==> src/rtl/decoder_3x8_seq_if.sv <==
// Handshake bundle for decoder_3x8_seq: input code channel, scan control and decoded output channel.
// The decoder sits on the slave side; the master modport drives codes and consumes beats.
interface decoder_3x8_seq_if;
    logic       en;
    logic       in_valid;
    logic [2:0] din;
    logic       in_ready;
    logic       scan_start;
    logic [7:0] dout;
    logic       dout_valid;
    logic       out_ready;
    logic       busy;
    logic       scan_done;

    modport master (
        output en, in_valid, din, scan_start, out_ready,
        input  in_ready, dout, dout_valid, busy, scan_done
    );

    modport slave (
        input  en, in_valid, din, scan_start, out_ready,
        output in_ready, dout, dout_valid, busy, scan_done
    );
endinterface

==> src/rtl/decoder_3x8_seq.sv <==
// 3-to-8 one-hot decoder with a single registered output stage and an automatic 0..7 sweep,
// optionally spaced by SCAN_GAP idle cycles between scan beats.
module decoder_3x8_seq #(
    parameter int unsigned SCAN_GAP = 0
) (
    input logic                 clk,
    input logic                 rst_n,
    decoder_3x8_seq_if.slave    bus
);

    typedef enum logic [1:0] {StIdle, StScan, StGap} state_e;

    state_e     state_q, state_d;
    logic [2:0] cnt_q, cnt_d;
    logic       last_q, last_d;
    logic [3:0] gap_q, gap_d;
    logic [7:0] dout_q, dout_d;
    logic       dout_valid_q, dout_valid_d;

    logic       can_take, consume, in_ready, ld_in, ld_scan, load;
    logic [2:0] code;

    always_ff @(posedge clk or negedge rst_n) begin
        if (!rst_n) begin
            state_q      <= StIdle;
            cnt_q        <= 3'd0;
            last_q       <= 1'b0;
            gap_q        <= 4'd0;
            dout_q       <= 8'h00;
            dout_valid_q <= 1'b0;
        end else begin
            state_q      <= state_d;
            cnt_q        <= cnt_d;
            last_q       <= last_d;
            gap_q        <= gap_d;
            dout_q       <= dout_d;
            dout_valid_q <= dout_valid_d;
        end
    end

    always_comb begin
        state_d = state_q;
        cnt_d   = cnt_q;
        last_d  = last_q;
        gap_d   = gap_q;
        unique case (state_q)
            StIdle: begin
                if (bus.scan_start) begin
                    state_d = StScan;
                    cnt_d   = 3'd0;
                    last_d  = 1'b0;
                end
            end
            StScan: begin
                // Once code 7 is out, wait for it to drain before returning to idle.
                if (last_q) begin
                    if (consume) begin
                        state_d = StIdle;
                        last_d  = 1'b0;
                    end
                end else if (ld_scan) begin
                    if (cnt_q == 3'd7) begin
                        last_d = 1'b1;
                    end else begin
                        cnt_d = cnt_q + 3'd1;
                        if (SCAN_GAP > 0) begin
                            state_d = StGap;
                            gap_d   = 4'(SCAN_GAP - 1);
                        end
                    end
                end
            end
            StGap: begin
                if (gap_q == 4'd0) state_d = StScan;
                else               gap_d   = gap_q - 4'd1;
            end
            default: state_d = StIdle;
        endcase

        if (load) begin
            dout_d       = bus.en ? (8'd1 << code) : 8'h00;
            dout_valid_d = 1'b1;
        end else if (consume) begin
            dout_d       = 8'h00;
            dout_valid_d = 1'b0;
        end else begin
            dout_d       = dout_q;
            dout_valid_d = dout_valid_q;
        end
    end

    always_comb begin
        can_take = !dout_valid_q || bus.out_ready;
        consume  = dout_valid_q && bus.out_ready;
        // rst_n gating keeps in_ready low while held in reset.
        in_ready = rst_n && (state_q == StIdle) && !bus.scan_start && can_take;
        ld_in    = bus.in_valid && in_ready;
        ld_scan  = (state_q == StScan) && !last_q && can_take;
        load     = ld_in || ld_scan;
        code     = ld_scan ? cnt_q : bus.din;
    end

    assign bus.in_ready   = in_ready;
    assign bus.dout       = dout_q;
    assign bus.dout_valid = dout_valid_q;
    assign bus.busy       = (state_q != StIdle);
    assign bus.scan_done  = (state_q == StScan) && last_q && consume;

endmodule

==> src/flat_wrapper.sv <==
// flat-port wrapper written by rule: the top's interface ports become plain ports
module decoder_3x8_seq_flat 
#(
    parameter int unsigned SCAN_GAP = 0
)
  (clk, rst_n, bus_en, bus_in_valid, bus_din, bus_scan_start, bus_out_ready, bus_in_ready, bus_dout, bus_dout_valid, bus_busy, bus_scan_done);
  decoder_3x8_seq_if bus_i ();
  input logic clk;
  input logic rst_n;
  input wire logic [$bits(bus_i.en)-1:0] bus_en;
  input wire logic [$bits(bus_i.in_valid)-1:0] bus_in_valid;
  input wire logic [$bits(bus_i.din)-1:0] bus_din;
  input wire logic [$bits(bus_i.scan_start)-1:0] bus_scan_start;
  input wire logic [$bits(bus_i.out_ready)-1:0] bus_out_ready;
  output wire logic [$bits(bus_i.in_ready)-1:0] bus_in_ready;
  output wire logic [$bits(bus_i.dout)-1:0] bus_dout;
  output wire logic [$bits(bus_i.dout_valid)-1:0] bus_dout_valid;
  output wire logic [$bits(bus_i.busy)-1:0] bus_busy;
  output wire logic [$bits(bus_i.scan_done)-1:0] bus_scan_done;
  assign bus_i.en = bus_en;
  assign bus_i.in_valid = bus_in_valid;
  assign bus_i.din = bus_din;
  assign bus_i.scan_start = bus_scan_start;
  assign bus_i.out_ready = bus_out_ready;
  assign bus_in_ready = bus_i.in_ready;
  assign bus_dout = bus_i.dout;
  assign bus_dout_valid = bus_i.dout_valid;
  assign bus_busy = bus_i.busy;
  assign bus_scan_done = bus_i.scan_done;
  decoder_3x8_seq #(.SCAN_GAP(SCAN_GAP)) u_core (.clk(clk), .rst_n(rst_n), .bus(bus_i));
endmodule
==> config.mk <==
export PLATFORM = sky130hd
export DESIGN_NAME = decoder_3x8_seq_flat
export DESIGN_NICKNAME = d
export VERILOG_FILES = /design/src/rtl/decoder_3x8_seq_if.sv /design/src/rtl/decoder_3x8_seq.sv /design/src/flat_wrapper.sv
export SDC_FILE = /design/constraint.sdc
export NUM_CORES = 1
export LEC_CHECK = 0
export BUFFER_PORTS_ARGS = -buffer_cell sky130_fd_sc_hd__buf_4
export CAP_MARGIN = 20
export CORE_MARGIN = 1
export CORE_UTILIZATION = 30
export DETAILED_ROUTE_END_ITERATION = 8
export HOLD_SLACK_MARGIN = 0.02
export RECOVER_POWER = 50
export SKIP_LAST_GASP = 1
export SLEW_MARGIN = 20
export SYNTH_ARGS = -nofsm -noshare
export SYNTH_HDL_FRONTEND = slang
export SYNTH_SLANG_ARGS = --single-unit
==> constraint.sdc <==
create_clock -name clk -period 3.05 [get_ports clk]
set_clock_uncertainty 0.05 [all_clocks]
set_input_delay 0.4575 -clock clk [delete_from_list [all_inputs] [get_ports clk]]
set_output_delay 0.4575 -clock clk [all_outputs]
set_load 0.005 [all_outputs]
### Yosys cells after proc, flatten, opt, wreduce, memory -nomap -nowiden

Cells that the tools add are included.

| storage, ports and cells | value |
|---|---|
| register bits | 19 |
| input port bits | 9 |
| output and inout port bits | 12 |
| logic and storage cells | 65 |

| cells by class | value |
|---|---|
| add/sub/neg operators | 2 |
| equal/unequal tests | 10 |
| shift-type cells | 1 |
| muxes and demuxes | 22 |
| bitwise gates (word level) | 1 |
| reduce and logical (&&, ||, !) cells | 23 |

Operators by type and width:

| cell | count |
|---|---|
| 8-bit 2-to-1 mux | 3 |
| 3-bit 2-to-1 mux | 5 |
| 1-bit logical AND | 9 |
| 2-bit 2-to-1 mux | 4 |
| 2-bit by 1-bit != test with 1-bit output, second input constant | 4 |
| 1-bit by 3-bit << shifter with 8-bit output, first input constant | 1 |
| 1-bit 2-to-1 mux | 7 |
| 2-bit != test, second input constant | 3 |
| 2-bit case mux with 3 select lines | 1 |
| 3-bit case mux with 2 select lines | 1 |
| 2-bit nonzero test | 3 |
| 5-bit AND reduction | 1 |
| 4-bit zero test | 1 |
| 2-bit AND reduction | 2 |
| 4-bit AND reduction | 1 |
| 4-bit by 1-bit subtractor with 4-bit output, second input constant | 1 |
| 3-bit by 1-bit adder with 3-bit output, second input constant | 1 |
| 3-bit equality test, second input constant | 1 |
| 1-bit zero test | 3 |
| 2-bit by 1-bit equality test with 1-bit output, second input constant | 1 |
| 2-bit equality test, second input constant | 1 |
| 2-bit zero test | 1 |
| 1-bit logical OR | 2 |
| 1-bit case mux with 2 select lines | 1 |
| 1-bit inverter | 1 |

### Depth between registers and ports, before layout

| logic depth | value |
|---|---|
| depth after elaboration | 7 |
| gate-level depth with buffers | 5 |

### Worst setup path before layout

No wires, ideal clock.

| path | value |
|---|---|
| kind | input to output |
| from | in bus_out_ready |
| to | out bus_in_ready |
| arrival | 1.010 ns |
| data required time | 2.542 ns |
| slack | 1.532 ns |
| stages on the path | 3 |
| path through | nand2b_1 > buf_2 > and3_1 |

| on the way | value |
|---|---|
| word-level cells in the longest chain between the ends | 2 |

RTL lines:

| what | RTL line | RTL |
|---|---|---|
| start: declaration | flat_wrapper.sv:14 | `input wire logic [$bits(bus_i.out_ready)-1:0] bus_out_ready;` |
| 1-bit logical OR | decoder_3x8_seq.sv:93 | `can_take = !dout_valid_q \|\| bus.out_ready;` |
| 1-bit logical AND | decoder_3x8_seq.sv:96 | `in_ready = rst_n && (state_q == StIdle) && !bus.scan_start && can_take;` |
| end: declaration | flat_wrapper.sv:15 | `output wire logic [$bits(bus_i.in_ready)-1:0] bus_in_ready;` |

No other way between the ends.

### Worst setup path in the final report

| path | value |
|---|---|
| from | in rst_n |
| to | reg u_core.dout_q[1], in the netlist u_core.bus.dout[1] |

| on the way | value |
|---|---|
| word-level cells in the longest chain between the ends | 6 |

RTL lines:

| what | RTL line | RTL |
|---|---|---|
| start: declaration | flat_wrapper.sv:9 | `input logic rst_n;` |
| 1-bit logical AND (*) (3 in series) | decoder_3x8_seq.sv:96 |  |
| 1-bit logical AND (*) | decoder_3x8_seq.sv:97 | `ld_in = bus.in_valid && in_ready;` |
| 1-bit logical OR (*) | decoder_3x8_seq.sv:99 | `load = ld_in \|\| ld_scan;` |
| 8-bit 2-to-1 mux or 2-bit nonzero test (tied branches) | -- |  |
| end signal: assignment | decoder_3x8_seq.sv:36 | `dout_q <= dout_d;` |
| end: declaration | decoder_3x8_seq.sv:17 | `logic [7:0] dout_q, dout_d;` |

Every way passes the cells marked *; elsewhere a longest branch is shown, timed or not.
A chain may end at the register's enable or synchronous reset.

==> results_dict.tcl <==
set metrics [dict create \
    yosysTopAreaCellShare_pct 42.7 \
    syn_to_final_growth_pct 27.0 \
    ctsResizeCount 0 \
    drt_iter0_markers 10 \
    max_freq_mhz 497 \
    synth-seq-cells 14 \
    die_y_um 54.3 \
    track_usage_pct 13.0 \
    setup_viol 0 \
    finalCritPeriodShare_pct 66.0 \
    cp-end-kind "flip-flop" \
    startpoint_type "primary input" \
    cts_buffers 3 \
    syn_nets 95 \
    syn_area_um2 820 \
    postLayoutSetupSlackWorst_ps 1040 \
    grtUsageMet3_pct 2.50 \
    grt_pass1_vias 633 \
    first_pass_iters 4 \
    num-fill-cells 272 \
    vias 714 \
    dp_cells 132 \
    rsz0062_at_grt "false" \
    tightest_slew_ps 516 \
    yosysSeqAreaShare_pct 42.7 \
    instances_no_fill 137 \
    synth_most_common_cell "dfrtp_1" \
    grt_max_degree 17 \
    leakage_nw 0.478 \
    final_util_pct 41.3 \
    run_status "finished, final reports clean" \
    yosysUniqueCellTypes 25 \
    crit_type "primary input to flip-flop" \
    async_flop_share_pct 100 \
    viasPerCell 5.21 \
    finalCriticalPeriod_ps 2010 \
    grt_antenna_before_repair 0 \
    cts.sinks 14 \
    setup_tns_ps 0 \
    die_area_um2 2940 \
    peakVddDrop_mv 0.452 \
    cellPowerDensity_nw_per_um2 823 \
    yosysWarnings 0 \
    hold_class "primary input to flip-flop" \
    row_count 18 \
    clkLatencyLatePin_ps 280 \
    grt_remaining_overflow 0 \
    total_power_mw 0.857 \
    cts_root_buf "clkbuf_4" \
    hpwlAfterDp_mm 1.37 \
    initial_utilization_pct 32.5 \
    cp.arrival_ps 2090 \
    use_met1_pct 18.7 \
    antenna_left 0 \
    coreArea_um2 2520 \
    synth_edf_count 0 \
    crit_required_ps 3120 \
    num-nets-final 119 \
    portBuffers 20 \
    synth.area.top_cells "dfrtp_1 43%, o221ai_1 8.5%, nand4_1 6.9%" \
    hold_ws_ps 416 \
    drt_wl_total_mm 1.75 \
    yosys-top-cells-count "14 x dfrtp_1, 10 x inv_1, 9 x nand4_1" \
    synthFlopType "dfrtp_1" \
    n_antenna_cell 0 \
    drc_errors 0 \
    gr-max-usage-layer "met2" \
    stdcell_area_um2 1040 \
    cts_tree "yes" \
    h-tree-depth 1 \
    drv_cap 0 \
    clk_path_buf_depth 2 \
    clk_pin_slew_ps 80 \
    dpl-instance-area_um2 998 \
    critPathMaxFanout 16 \
    pre_cts_ws_ps 1200 \
    drive_above_1_share_pct 24.3 \
    wl_per_cell_um 12.8 \
    slew_headroom_pct 65.2 \
    io-pin-count 21 \
    gp_routability_congestion 0.744 \
    slew_violations 0 \
    die_width_um 54.3 \
    use_met2_pct 19.7 \
    grt_pass1_wl_mm 2.77 \
    syn_inst 84 \
    final_hold_viol_count 0 \
    yosys.area.top_type "dfrtp_1" \
    syn_area_per_cell_um2 9.76 \
]
-- cell usage in the layout (no fill, tap or decap), drive strengths merged, types with 2 or more instances in the layout --
cell type / n
nor2: 4
nand2: 4
o21ai: 2
ha: 2
nand2b: 3
buf: 15
inv: 10
mux2i: 3
and3: 2
clkbuf: 9
dfrtp: 14
and2: 3
nand4: 9
nand3: 2
o221ai: 8
nor2b: 6
nand4b: 2
-- layout make-up --
type | count | area [um^2] | share of cell area [%]
clock buffers | 4 | 36.3 | 3.49
inverters | 10 | 37.5 | 3.61
multi-input cells | 58 | 423 | 40.6
flip-flops and latches | 14 | 350 | 33.7
well taps | 30 | 37.5 | 3.61
repair buffers | 21 | 156 | 15.0
-- worst max-delay path, cell delays in order --
cell	delay, ps
dlygate4sd3_1	520
buf_4	220
nor4bb_4	500
a211o_4	250
o221ai_1	120
-- timing repair --
action / 4_1_cts / 5_1_grt
hold buffers: 1 / 0
hold endpoints to repair: 14 / 0
buffers inserted: 0 / 0
-- worst paths after layout --
check	from	to	slack, ps	depth (start not counted)
worst max-delay path	rst_n	u_core.bus.dout[1]	1040	5
worst min-delay path	bus_scan_start	u_core.state_q[0]	420	3
worst max register to register	u_core.state_q[0]	u_core.bus.dout[1]	1480	3
worst min register to register	u_core.bus.dout_valid	u_core.last_q	520	1
max in group asynchronous	rst_n	u_core.bus.dout_valid	2260	2
min in group asynchronous	rst_n	u_core.cnt_q[1]	510	2
-- metal layers --
| metal | wire (um) | vias to the layer above |
|---|---|---|
| met5 | 0 | - |
| li1 | - | 359 |
| met4 | 0 | 0 |
| met2 | 812 | 23 |
| met1 | 854 | 332 |
| met3 | 80 | 0 |
-- registers in the layout, summed over array words and instances (netlist names) --
signal and cells:
u_core.bus.dout 8, u_core.bus.dout_valid 1, u_core.cnt_q 3, u_core.last_q 1
u_core.state_q 1
-- cells by family after synthesis --
| kind of cell | share of synthesized area [%] |
|---|---|
| simple gates | 30.5 |
| flops | 42.7 |
| compound gates | 14.4 |
| buf+inv | 5.65 |
| mux | 3.66 |
| fa+ha+maj | 3.05 |
-- report_power, final --
part | internal, mW | switching [mW]
sequential | 0.254 | 0.0758
combinational | 0.190 | 0.203
clock | 0.0725 | 0.0613
(Power assumes the default switching activity.)
